### src/rtl/cu_pkg.sv
// Shared definitions for the fetch buffer and the compute unit.
// Instruction layout: OPC[15:12] TGT[11:8] SRC0[7:4] SRC1[3:0].
package cu_pkg;

   localparam int unsigned INSTR_W = 16;
   localparam int unsigned BYTE_W  = 8;

   localparam logic [3:0] OP_NOP  = 4'h0;
   localparam logic [3:0] OP_LOAD = 4'h1;
   localparam logic [3:0] OP_ADD  = 4'h2;
   localparam logic [3:0] OP_SUB  = 4'h3;
   localparam logic [3:0] OP_AND  = 4'h4;
   localparam logic [3:0] OP_OR   = 4'h5;
   localparam logic [3:0] OP_NOT  = 4'h6;
   localparam logic [3:0] OP_XOR  = 4'h7;

   localparam int unsigned OPC_MSB  = 15;
   localparam int unsigned OPC_LSB  = 12;
   localparam int unsigned TGT_MSB  = 11;
   localparam int unsigned TGT_LSB  = 8;
   localparam int unsigned SRC0_MSB = 7;
   localparam int unsigned SRC0_LSB = 4;
   localparam int unsigned SRC1_MSB = 3;
   localparam int unsigned SRC1_LSB = 0;

   typedef enum logic {
      PH_HI = 1'b0,
      PH_LO = 1'b1
   } phase_e;

   function automatic logic [3:0] opcode_of(input logic [INSTR_W-1:0] instr);
      return instr[OPC_MSB:OPC_LSB];
   endfunction

endpackage

### src/rtl/instr_fetch_buffer_if.sv
// Host byte stream in, issued instruction stream out.
interface instr_fetch_buffer_if #(
   parameter int unsigned DEPTH = 4
);
   import cu_pkg::*;

   localparam int unsigned CNT_W = $clog2(DEPTH) + 1;

   logic [BYTE_W-1:0]  byte_in;
   logic               byte_valid;
   logic               byte_ready;
   logic               flush;
   logic               issue_hold;
   logic [INSTR_W-1:0] instruction;
   logic               en;
   logic [CNT_W-1:0]   fifo_count;
   logic               phase_lo;

   modport master (
      output byte_in, byte_valid, flush, issue_hold,
      input  byte_ready, instruction, en, fifo_count, phase_lo
   );

   modport slave (
      input  byte_in, byte_valid, flush, issue_hold,
      output byte_ready, instruction, en, fifo_count, phase_lo
   );

endinterface

### src/rtl/sync_fifo.sv
// Single-clock FIFO with registered count and combinational head/full/empty.
module sync_fifo #(
   parameter int unsigned WIDTH = 16,
   parameter int unsigned DEPTH = 4
) (
   input  logic                       clk,
   input  logic                       rst_n,
   input  logic                       i_clr,
   input  logic                       i_push,
   input  logic                       i_pop,
   input  logic [WIDTH-1:0]           i_data,
   output logic [WIDTH-1:0]           o_head_c,
   output logic [$clog2(DEPTH):0]     o_count,
   output logic                       o_full_c,
   output logic                       o_empty_c
);
   localparam int unsigned PTR_W = $clog2(DEPTH);
   localparam int unsigned CNT_W = PTR_W + 1;

   logic [WIDTH-1:0] r_mem [DEPTH];
   logic [PTR_W-1:0] r_wr_ptr;
   logic [PTR_W-1:0] r_rd_ptr;
   logic [CNT_W-1:0] r_count;
   logic             w_push;
   logic             w_pop;

   assign o_full_c  = (r_count == CNT_W'(DEPTH));
   assign o_empty_c = (r_count == '0);
   assign o_head_c  = r_mem[r_rd_ptr];
   assign o_count   = r_count;

   assign w_push = i_push & ~o_full_c;
   assign w_pop  = i_pop & ~o_empty_c;

   // Pointers wrap naturally since DEPTH is a power of two.
   always_ff @(posedge clk or negedge rst_n) begin
      if (!rst_n) begin
         r_wr_ptr <= '0;
         r_rd_ptr <= '0;
         r_count  <= '0;
      end else if (i_clr) begin
         r_wr_ptr <= '0;
         r_rd_ptr <= '0;
         r_count  <= '0;
      end else begin
         if (w_push) r_wr_ptr <= r_wr_ptr + PTR_W'(1);
         if (w_pop)  r_rd_ptr <= r_rd_ptr + PTR_W'(1);
         case ({w_push, w_pop})
            2'b10:   r_count <= r_count + CNT_W'(1);
            2'b01:   r_count <= r_count - CNT_W'(1);
            default: r_count <= r_count;
         endcase
      end
   end

   always_ff @(posedge clk) begin
      if (w_push && !i_clr) r_mem[r_wr_ptr] <= i_data;
   end

endmodule

### src/rtl/instr_fetch_buffer.sv
// Packs host bytes (high first) into 16-bit instructions, buffers them and
// issues at most one per cycle with a single-cycle en strobe.
module instr_fetch_buffer
   import cu_pkg::*;
#(
   parameter int unsigned DEPTH    = 4,
   parameter bit          DROP_NOP = 1'b0
) (
   input  logic                 clk,
   input  logic                 rstn,
   instr_fetch_buffer_if.slave  bus
);
   localparam int unsigned CNT_W = $clog2(DEPTH) + 1;

   phase_e             r_state;
   phase_e             w_state_nxt;
   logic [BYTE_W-1:0]  r_hi;
   logic [INSTR_W-1:0] r_instr;
   logic               r_en;

   logic               w_hi_load;
   logic               w_push;
   logic               w_pop;
   logic               w_xfer;
   logic               w_drop;
   logic               w_full;
   logic               w_empty;
   logic [INSTR_W-1:0] w_word;
   logic [INSTR_W-1:0] w_head;
   logic [CNT_W-1:0]   w_count;

   // Ready depends only on registered occupancy, so a same-edge pop never gates a push.
   assign w_xfer = bus.byte_valid & ~w_full;
   assign w_word = {r_hi, bus.byte_in};
   assign w_drop = DROP_NOP && (opcode_of(w_word) == OP_NOP);
   assign w_pop  = ~bus.flush & ~bus.issue_hold & ~w_empty;

   always_ff @(posedge clk or negedge rstn) begin
      if (!rstn) r_state <= PH_HI;
      else       r_state <= w_state_nxt;
   end

   always_comb begin
      w_state_nxt = r_state;
      w_hi_load   = 1'b0;
      w_push      = 1'b0;
      if (bus.flush) begin
         w_state_nxt = PH_HI;
      end else begin
         case (r_state)
            PH_HI: begin
               if (w_xfer) begin
                  w_hi_load   = 1'b1;
                  w_state_nxt = PH_LO;
               end
            end
            PH_LO: begin
               if (w_xfer) begin
                  w_push      = ~w_drop;
                  w_state_nxt = PH_HI;
               end
            end
            default: w_state_nxt = PH_HI;
         endcase
      end
   end

   always_ff @(posedge clk or negedge rstn) begin
      if (!rstn)          r_hi <= '0;
      else if (bus.flush) r_hi <= '0;
      else if (w_hi_load) r_hi <= bus.byte_in;
   end

   // Issue stage; instruction holds across idle and flush cycles.
   always_ff @(posedge clk or negedge rstn) begin
      if (!rstn) begin
         r_en    <= 1'b0;
         r_instr <= '0;
      end else begin
         r_en <= w_pop;
         if (w_pop) r_instr <= w_head;
      end
   end

   sync_fifo #(
      .WIDTH (INSTR_W),
      .DEPTH (DEPTH)
   ) u_fifo (
      .clk       (clk),
      .rst_n     (rstn),
      .i_clr     (bus.flush),
      .i_push    (w_push),
      .i_pop     (w_pop),
      .i_data    (w_word),
      .o_head_c  (w_head),
      .o_count   (w_count),
      .o_full_c  (w_full),
      .o_empty_c (w_empty)
   );

   assign bus.byte_ready  = ~w_full;
   assign bus.instruction = r_instr;
   assign bus.en          = r_en;
   assign bus.fifo_count  = w_count;
   assign bus.phase_lo    = (r_state == PH_LO);

endmodule

### src/flat_wrapper.sv
// flat-port wrapper written by rule: the top's interface ports become plain ports
module instr_fetch_buffer_flat import cu_pkg::*;
#(
   parameter int unsigned DEPTH    = 4,
   parameter bit          DROP_NOP = 1'b0
)
  (clk, rstn, bus_byte_in, bus_byte_valid, bus_flush, bus_issue_hold, bus_byte_ready, bus_instruction, bus_en, bus_fifo_count, bus_phase_lo);
  instr_fetch_buffer_if #(.DEPTH(DEPTH)) bus_i ();
  input  logic clk;
  input  logic rstn;
  input wire logic [$bits(bus_i.byte_in)-1:0] bus_byte_in;
  input wire logic [$bits(bus_i.byte_valid)-1:0] bus_byte_valid;
  input wire logic [$bits(bus_i.flush)-1:0] bus_flush;
  input wire logic [$bits(bus_i.issue_hold)-1:0] bus_issue_hold;
  output wire logic [$bits(bus_i.byte_ready)-1:0] bus_byte_ready;
  output wire logic [$bits(bus_i.instruction)-1:0] bus_instruction;
  output wire logic [$bits(bus_i.en)-1:0] bus_en;
  output wire logic [$bits(bus_i.fifo_count)-1:0] bus_fifo_count;
  output wire logic [$bits(bus_i.phase_lo)-1:0] bus_phase_lo;
  assign bus_i.byte_in = bus_byte_in;
  assign bus_i.byte_valid = bus_byte_valid;
  assign bus_i.flush = bus_flush;
  assign bus_i.issue_hold = bus_issue_hold;
  assign bus_byte_ready = bus_i.byte_ready;
  assign bus_instruction = bus_i.instruction;
  assign bus_en = bus_i.en;
  assign bus_fifo_count = bus_i.fifo_count;
  assign bus_phase_lo = bus_i.phase_lo;
  instr_fetch_buffer #(.DEPTH(DEPTH), .DROP_NOP(DROP_NOP)) u_core (.clk(clk), .rstn(rstn), .bus(bus_i));
endmodule
### config.mk
export PLATFORM = sky130hd
export DESIGN_NAME = instr_fetch_buffer_flat
export DESIGN_NICKNAME = d
export VERILOG_FILES = /design/src/rtl/cu_pkg.sv /design/src/rtl/instr_fetch_buffer_if.sv /design/src/rtl/sync_fifo.sv /design/src/rtl/instr_fetch_buffer.sv /design/src/flat_wrapper.sv
export SDC_FILE = /design/constraint.sdc
export NUM_CORES = 1
export LEC_CHECK = 0
export ABC_AREA = 0
export ABC_CLOCK_PERIOD_IN_PS = 3400
export CAP_MARGIN = 20
export CORE_MARGIN = 2
export CORE_UTILIZATION = 57
export CTS_CLUSTER_SIZE = 30
export DETAILED_ROUTE_END_ITERATION = 8
export PLACE_DENSITY = 0.8
export SKIP_CTS_REPAIR_TIMING = 1
export SLEW_MARGIN = 20
export SYNTH_ARGS = -nofsm -noshare
export SYNTH_HDL_FRONTEND = slang
export SYNTH_SLANG_ARGS = --single-unit
### constraint.sdc
create_clock -name clk -period 3.4 [get_ports clk]
set_clock_uncertainty 0.15 [all_clocks]
set_input_delay 1.02 -clock clk [delete_from_list [all_inputs] [get_ports clk]]
set_output_delay 1.02 -clock clk [all_outputs]
set_load 0.01 [all_outputs]
# Yosys cells after proc, flatten, opt, wreduce, memory -nomap -nowiden
# Memory sizes are Yosys's and may differ from the RTL's. A register that Yosys moved wholly into a read port is not among the register bits.
# Cells that the tools add are included.
[word_totals] ff_bits=17 output_inout_bits=22 memories=1 ram_bits=64 elab_cells=50 inputBits=13
[op_classes] n_addsub=4 muxes=18 eq_ne=3 n_bitwise=10 reduce_logical=8
[mem_list] memory="u_core.u_fifo.r_mem" depth=4 word_bits=16 read_ports=1 rd_ports_with_merged_regs=1 write_ports=1 line_no="sync_fifo.sv:20" source="logic [WIDTH-1:0] r_mem [DEPTH];"
[op_table] cell="$mux W8" n=2
[op_table] cell="$mux W1" n=9
[op_table] cell="$mux W2" n=4
[op_table] cell="$pmux W3 S2" n=1
[op_table] cell="$reduce_bool A2 Y1" n=3
[op_table] cell="$and A1 B1 Y1" n=5
[op_table] cell="$not A1 Y1" n=5
[op_table] cell="$add A2 B1 Y2 const B" n=2
[op_table] cell="$add A3 B1 Y3 const B" n=1
[op_table] cell="$eq A3 B3 Y1 const B" n=1
[op_table] cell="$logic_not A3 Y1" n=1
[op_table] cell="$mux W3" n=1
[op_table] cell="$reduce_bool A3 Y1" n=1
[op_table] cell="$sub A3 B1 Y3 const B" n=1
[op_table] cell="$eq A2 B1 Y1 const B" n=1
[op_table] cell="$eq A2 B2 Y1 const B" n=1
[op_table] cell="$logic_not A1 Y1" n=2
[op_table] cell="$pmux W1 S2" n=1
[op_table] cell="$logic_and A1 B1 Y1" n=1

# Logic depth before layout (Yosys ltp)
[depth] word_depth=10 depth_mapped=12 ltp_nobuf=11

# Hierarchy
# From an unflattened synthesis, not the netlist that was laid out.
[hier_totals] hier_cells=217 area_unflattened_um2=3922.5
[modules_own_cells] module="sync_fifo" cells_each=148 n_inst=1 area_each_um2=2859.0
[modules_own_cells] module="instr_fetch_buffer" cells_each=69 n_inst=1 area_each_um2=1063.5

# Worst setup path after synthesis
# No wires, ideal clock.
[synth_path] path_kind="input -> register" startpoint="input bus_byte_valid" endpoint="register u_core.u_fifo.r_count[1], in the netlist u_core.u_fifo.o_count[1]" setup_time_ns=0.065 path_slack_ns=0.218 required_ns=3.185 path_buffers=1 path_stages=10 arrival_ns=2.967 path_cell_list="and2_1 ha_1 buf_2 inv_1 nor3_1 nor2_1 fa_1 nand2b_1 a2111oi_0 a211o_1"
[synth_between] elab_chain_len=8 elab_cells_between_ends=10 classes_between="2 x eq/ne; 5 x mux; 2 x bitwise; 1 x reduce/logical"
[synth_rtl] element="start: declaration" line_no="flat_wrapper.sv:12" source="input wire logic [$bits(bus_i.byte_valid)-1:0] bus_byte_valid;"
[synth_rtl] element="$and A1 B1 Y1 *" line_no="instr_fetch_buffer.sv:33" source="assign w_xfer = bus.byte_valid & ~w_full;"
[synth_rtl] element="$mux W1 *" line_no="instr_fetch_buffer.sv:58" source="if (w_xfer) begin"
[synth_rtl] element="$mux W1 *" line_no="instr_fetch_buffer.sv:50" source="case (r_state)"
[synth_rtl] element="$mux W1 *" line_no="instr_fetch_buffer.sv:47" source="if (bus.flush) begin"
[synth_rtl] element="$and A1 B1 Y1 *" line_no="sync_fifo.sv:32" source="assign w_push = i_push & ~o_full_c;"
[synth_rtl] element="$eq A2 B1 Y1 or $eq A2 B2 Y1 (tied branches)" line_no="sync_fifo.sv:48" source="case ({w_push, w_pop})"
[synth_rtl] element="$pmux W3 S2" line_no="sync_fifo.sv:48"
[synth_rtl] element="$mux W3" line_no="sync_fifo.sv:41" source="end else if (i_clr) begin"
[synth_rtl] element="end signal: assignment" line_no="sync_fifo.sv:49" source="2'b10: r_count <= r_count + CNT_W'(1);"
[synth_rtl] element="end signal: assignment" line_no="sync_fifo.sv:50" source="2'b01: r_count <= r_count - CNT_W'(1);"
[synth_rtl] element="end signal: assignment" line_no="sync_fifo.sv:51" source="default: r_count <= r_count;"
[synth_rtl] element="end: declaration" line_no="sync_fifo.sv:23" source="logic [CNT_W-1:0] r_count;"
# Every way passes the cells marked *; elsewhere a longest branch is shown, timed or not.
# A chain may end at the register's enable or synchronous reset.

# Worst setup path after layout
# Same ends and word-level chain as after synthesis.

==> out/qor.yml <==
worst_setup_path:
  timing.critical_path.to_type: "register"
  path_max_fanout: 2
  cp_data_arrival_time_ns: 3.35
  crit_path_max_incr_delay_ns: 0.49
  path_cells: "clkdlybuf4s50_1, and2_1, ha_1, inv_1, nor3_1, nor2_1, fa_1, nand2b_1, a2111oi_0, a211o_1"
  setup.worst_path.class: "in2reg"
  category_of_the_worst_setup_path_launch_point: "input pin"
  cp_slowest_cell: "sky130_fd_sc_hd__fa_1"
  required_ns: 3.54
clock_network:
  cts-htree-levels: 3
  clock_tree_from_tritoncts: "yes"
  clk_latency_ns: 0.35
  cts.clk_slew.worst_paths_ns: 0.09
  numClockSinks: 97
  root_buffer: "sky130_fd_sc_hd__clkbuf_8"
  max-clock-path-buffers: 2
  tritoncts.num_buffers: 9
final_layout:
  design.final.nets: 286
  filler_cell_count: 472
  antenna-diode-count: 0
  finalCoreUtilization_pct: 68.2
  post_route_cells_drive_above_1_share_pct: 24.0
  syn_to_final_growth_pct: 17.1
floorplan:
  die_height_um: 87.1
  die_w_um: 87.1
  design.portCount: 35
  floorplan.core_area_mm2: 0.00676
  initial_core_util_pct: 58.3
  std_cell_rows: 30
  die_area_mm2: 0.00759
global_route:
  grt_util_all_layers_pct: 19.2
  first_global_vias: 2041
  global_route.overflow_total: 0
  grt_antenna_before_repair: 0
  grt_pass1_wl_um: 10600
  grt_start_max_net_pins: 34
pwr:
  power_density_mw_per_mm2: 600
  power_leakage_uw: 0.00171
  ir_worst_vdd_v: 0.000272
timing:
  finalCritPeriodShare_pct: 94.2
  slew_headroom_pct: 42.3
  max_freq_mhz: 312
  grt_setup_unrepaired: "no"
  fin_ws_ns: 0.198
  final_max_slew_viol_count: 0
  report.final.setup_viol: 0
  finalWorstPathRequiredPeriod_ns: 3.20
  worst_slew_pin_slew_ns: 0.865
  hold_violations: 0
synth:
  post_synthesis_cell_count: 217
  netlist.area_leader.share_pct: 48.8
  synth_seq_area_share_pct: 69.8
  ys_ff_latch: 97
  synth_enable_flop_cells: 64
  ys.warnings.count: 0
  post-synth-top-area-cell: "sky130_fd_sc_hd__edfxtp_1"
  postSynthNetCount: 237
  asyncSetResetFlopFracSynth_pct: 34.0
  syn_avg_cell_area_um2: 18.1
  synth.area.top_cells: "sky130_fd_sc_hd__edfxtp_1 (49%), sky130_fd_sc_hd__dfrtp_1 (21%), sky130_fd_sc_hd__mux4_2 (9.2%), sky130_fd_sc_hd__mux2_4 (2.7%), sky130_fd_sc_hd__mux2_2 (2.6%)"
  synth_flop_cell: "sky130_fd_sc_hd__edfxtp_1"
  synth.cells.most_frequent: "sky130_fd_sc_hd__edfxtp_1 (64), sky130_fd_sc_hd__dfrtp_1 (33), sky130_fd_sc_hd__mux4_2 (16)"
  synth.most_common_cell: "sky130_fd_sc_hd__edfxtp_1"
  syn-cell-area_mm2: 0.00394
  synth.distinct_cells: 40
min_path:
  hold_path_class: "reg2reg"
routing:
  drc: 0
  route.vias.total: 2024
  detail_route.vias_per_cell: 5.77
  dr.pass1.iters: 4
  route.antenna.remaining_nets: 0
  drt_iter0_markers: 145
  aggregate_routed_wire_length_um: 6760
  routedWlPerCell_um: 19.3
job:
  max_cap_viols: 0
place:
  dp.final_hpwl_um: 4250
  placement.io_buffers: 34
  gp_routability_congestion: 0.793
  place_worst_setup_slack_ns: -0.145
outcome:
  run_status: "finished, final reports clean"
power by group:
part           switching, µW  internal (µW)
combinational            187            346
sequential              85.8           1380
clock                    381            383
total                    654           2110
placed cells by master (no fill, tap or decap), drive strengths merged, types with 3 or more instances in the layout:
| master | netlist | routed |
|---|---|---|
| a21oi | 7 | 7 |
| and2 | 5 | 5 |
| buf | 7 | 15 |
| clkbuf | 4 | 12 |
| clkdlybuf4s50 | 0 | 34 |
| dfrtp | 33 | 33 |
| edfxtp | 64 | 64 |
| ha | 6 | 6 |
| inv | 7 | 8 |
| mux2 | 16 | 16 |
| mux2i | 8 | 8 |
| mux4 | 16 | 16 |
| nor2 | 11 | 11 |
| nor3 | 3 | 3 |
| o21ai | 4 | 4 |
final timing paths:
check | slack, ns | start | to | cells after the start
worst max-delay path | 0.20 | bus_byte_valid | u_core.u_fifo.o_count[1] | 10
worst min-delay path | 0.36 | u_core.bus.instruction[3] | u_core.bus.instruction[3] | 1
worst max register to register | 0.49 | u_core.u_fifo.o_count[2] | u_core.u_fifo.o_count[1] | 11
worst min register to register | 0.36 | u_core.bus.instruction[3] | u_core.bus.instruction[3] | 1
max in group asynchronous | 1.82 | rstn | u_core.u_fifo.r_rd_ptr[0] | 2
min in group asynchronous | 0.92 | rstn | u_core.bus.en | 2
through the flow:
stage | total power [µW] | setup TNS (ns) | cell area (µm²) | cells | hold slack [ns]
final | 2760 | 0 | 4610 | 351 | 0.360
after global routing | 2880 | 0 | 4610 | 351 | 0.377
after CTS | 2790 | 0 | 4610 | 351 | 0.362
after detailed placement | 2040 | -0.145 | 4400 | 335 | 0.342
after global placement | 2020 | 0 | 4400 | 335 | 0.337
after floorplan | 1760 | 0 | 3940 | 217 | 0.325
layout make-up:
type	instances	area, µm²	area share, %
clock buffer	12	155	3.36
sequential	97	2750	59.6
inverter	7	26.3	0.570
timing repair buffer	49	453	9.82
tap	80	100	2.17
multi-input combinational	102	1080	23.3
clock inverter	4	51.3	1.11
cell families after synthesis:
logic type	synth area share, %
flops	69.8
xor+xnor	0.445
buf+inv	2.86
mux	16.4
compound gates	2.86
simple gates	5.18
fa+ha+maj	2.42
sequential cells by signal, summed over array words and instances (netlist names):
register,cells
u_core.bus.en,1
u_core.r_hi,8
u_core.u_fifo.o_count,3
u_core.u_fifo.r_rd_ptr,2
u_core.bus.phase_lo,1
u_core.u_fifo.r_mem,64
u_core.u_fifo.r_wr_ptr,2
u_core.bus.instruction,16
critical path, delay by kind of cell:
family          cells  cell delay (ns)
compound gates      2             0.59
fa+ha+maj           2             0.65
buf+inv             2             0.50
simple gates        4             0.59
per-layer routing:
metal	up-vias	track usage (%)	part of all wire [%]
met5	-	0	0
met4	0	6.85	0.90
met3	6	4.64	3.7
met2	41	33.0	52
met1	1054	24.0	43
li1	923	-	-
Power figures use the tool's default switching activity.
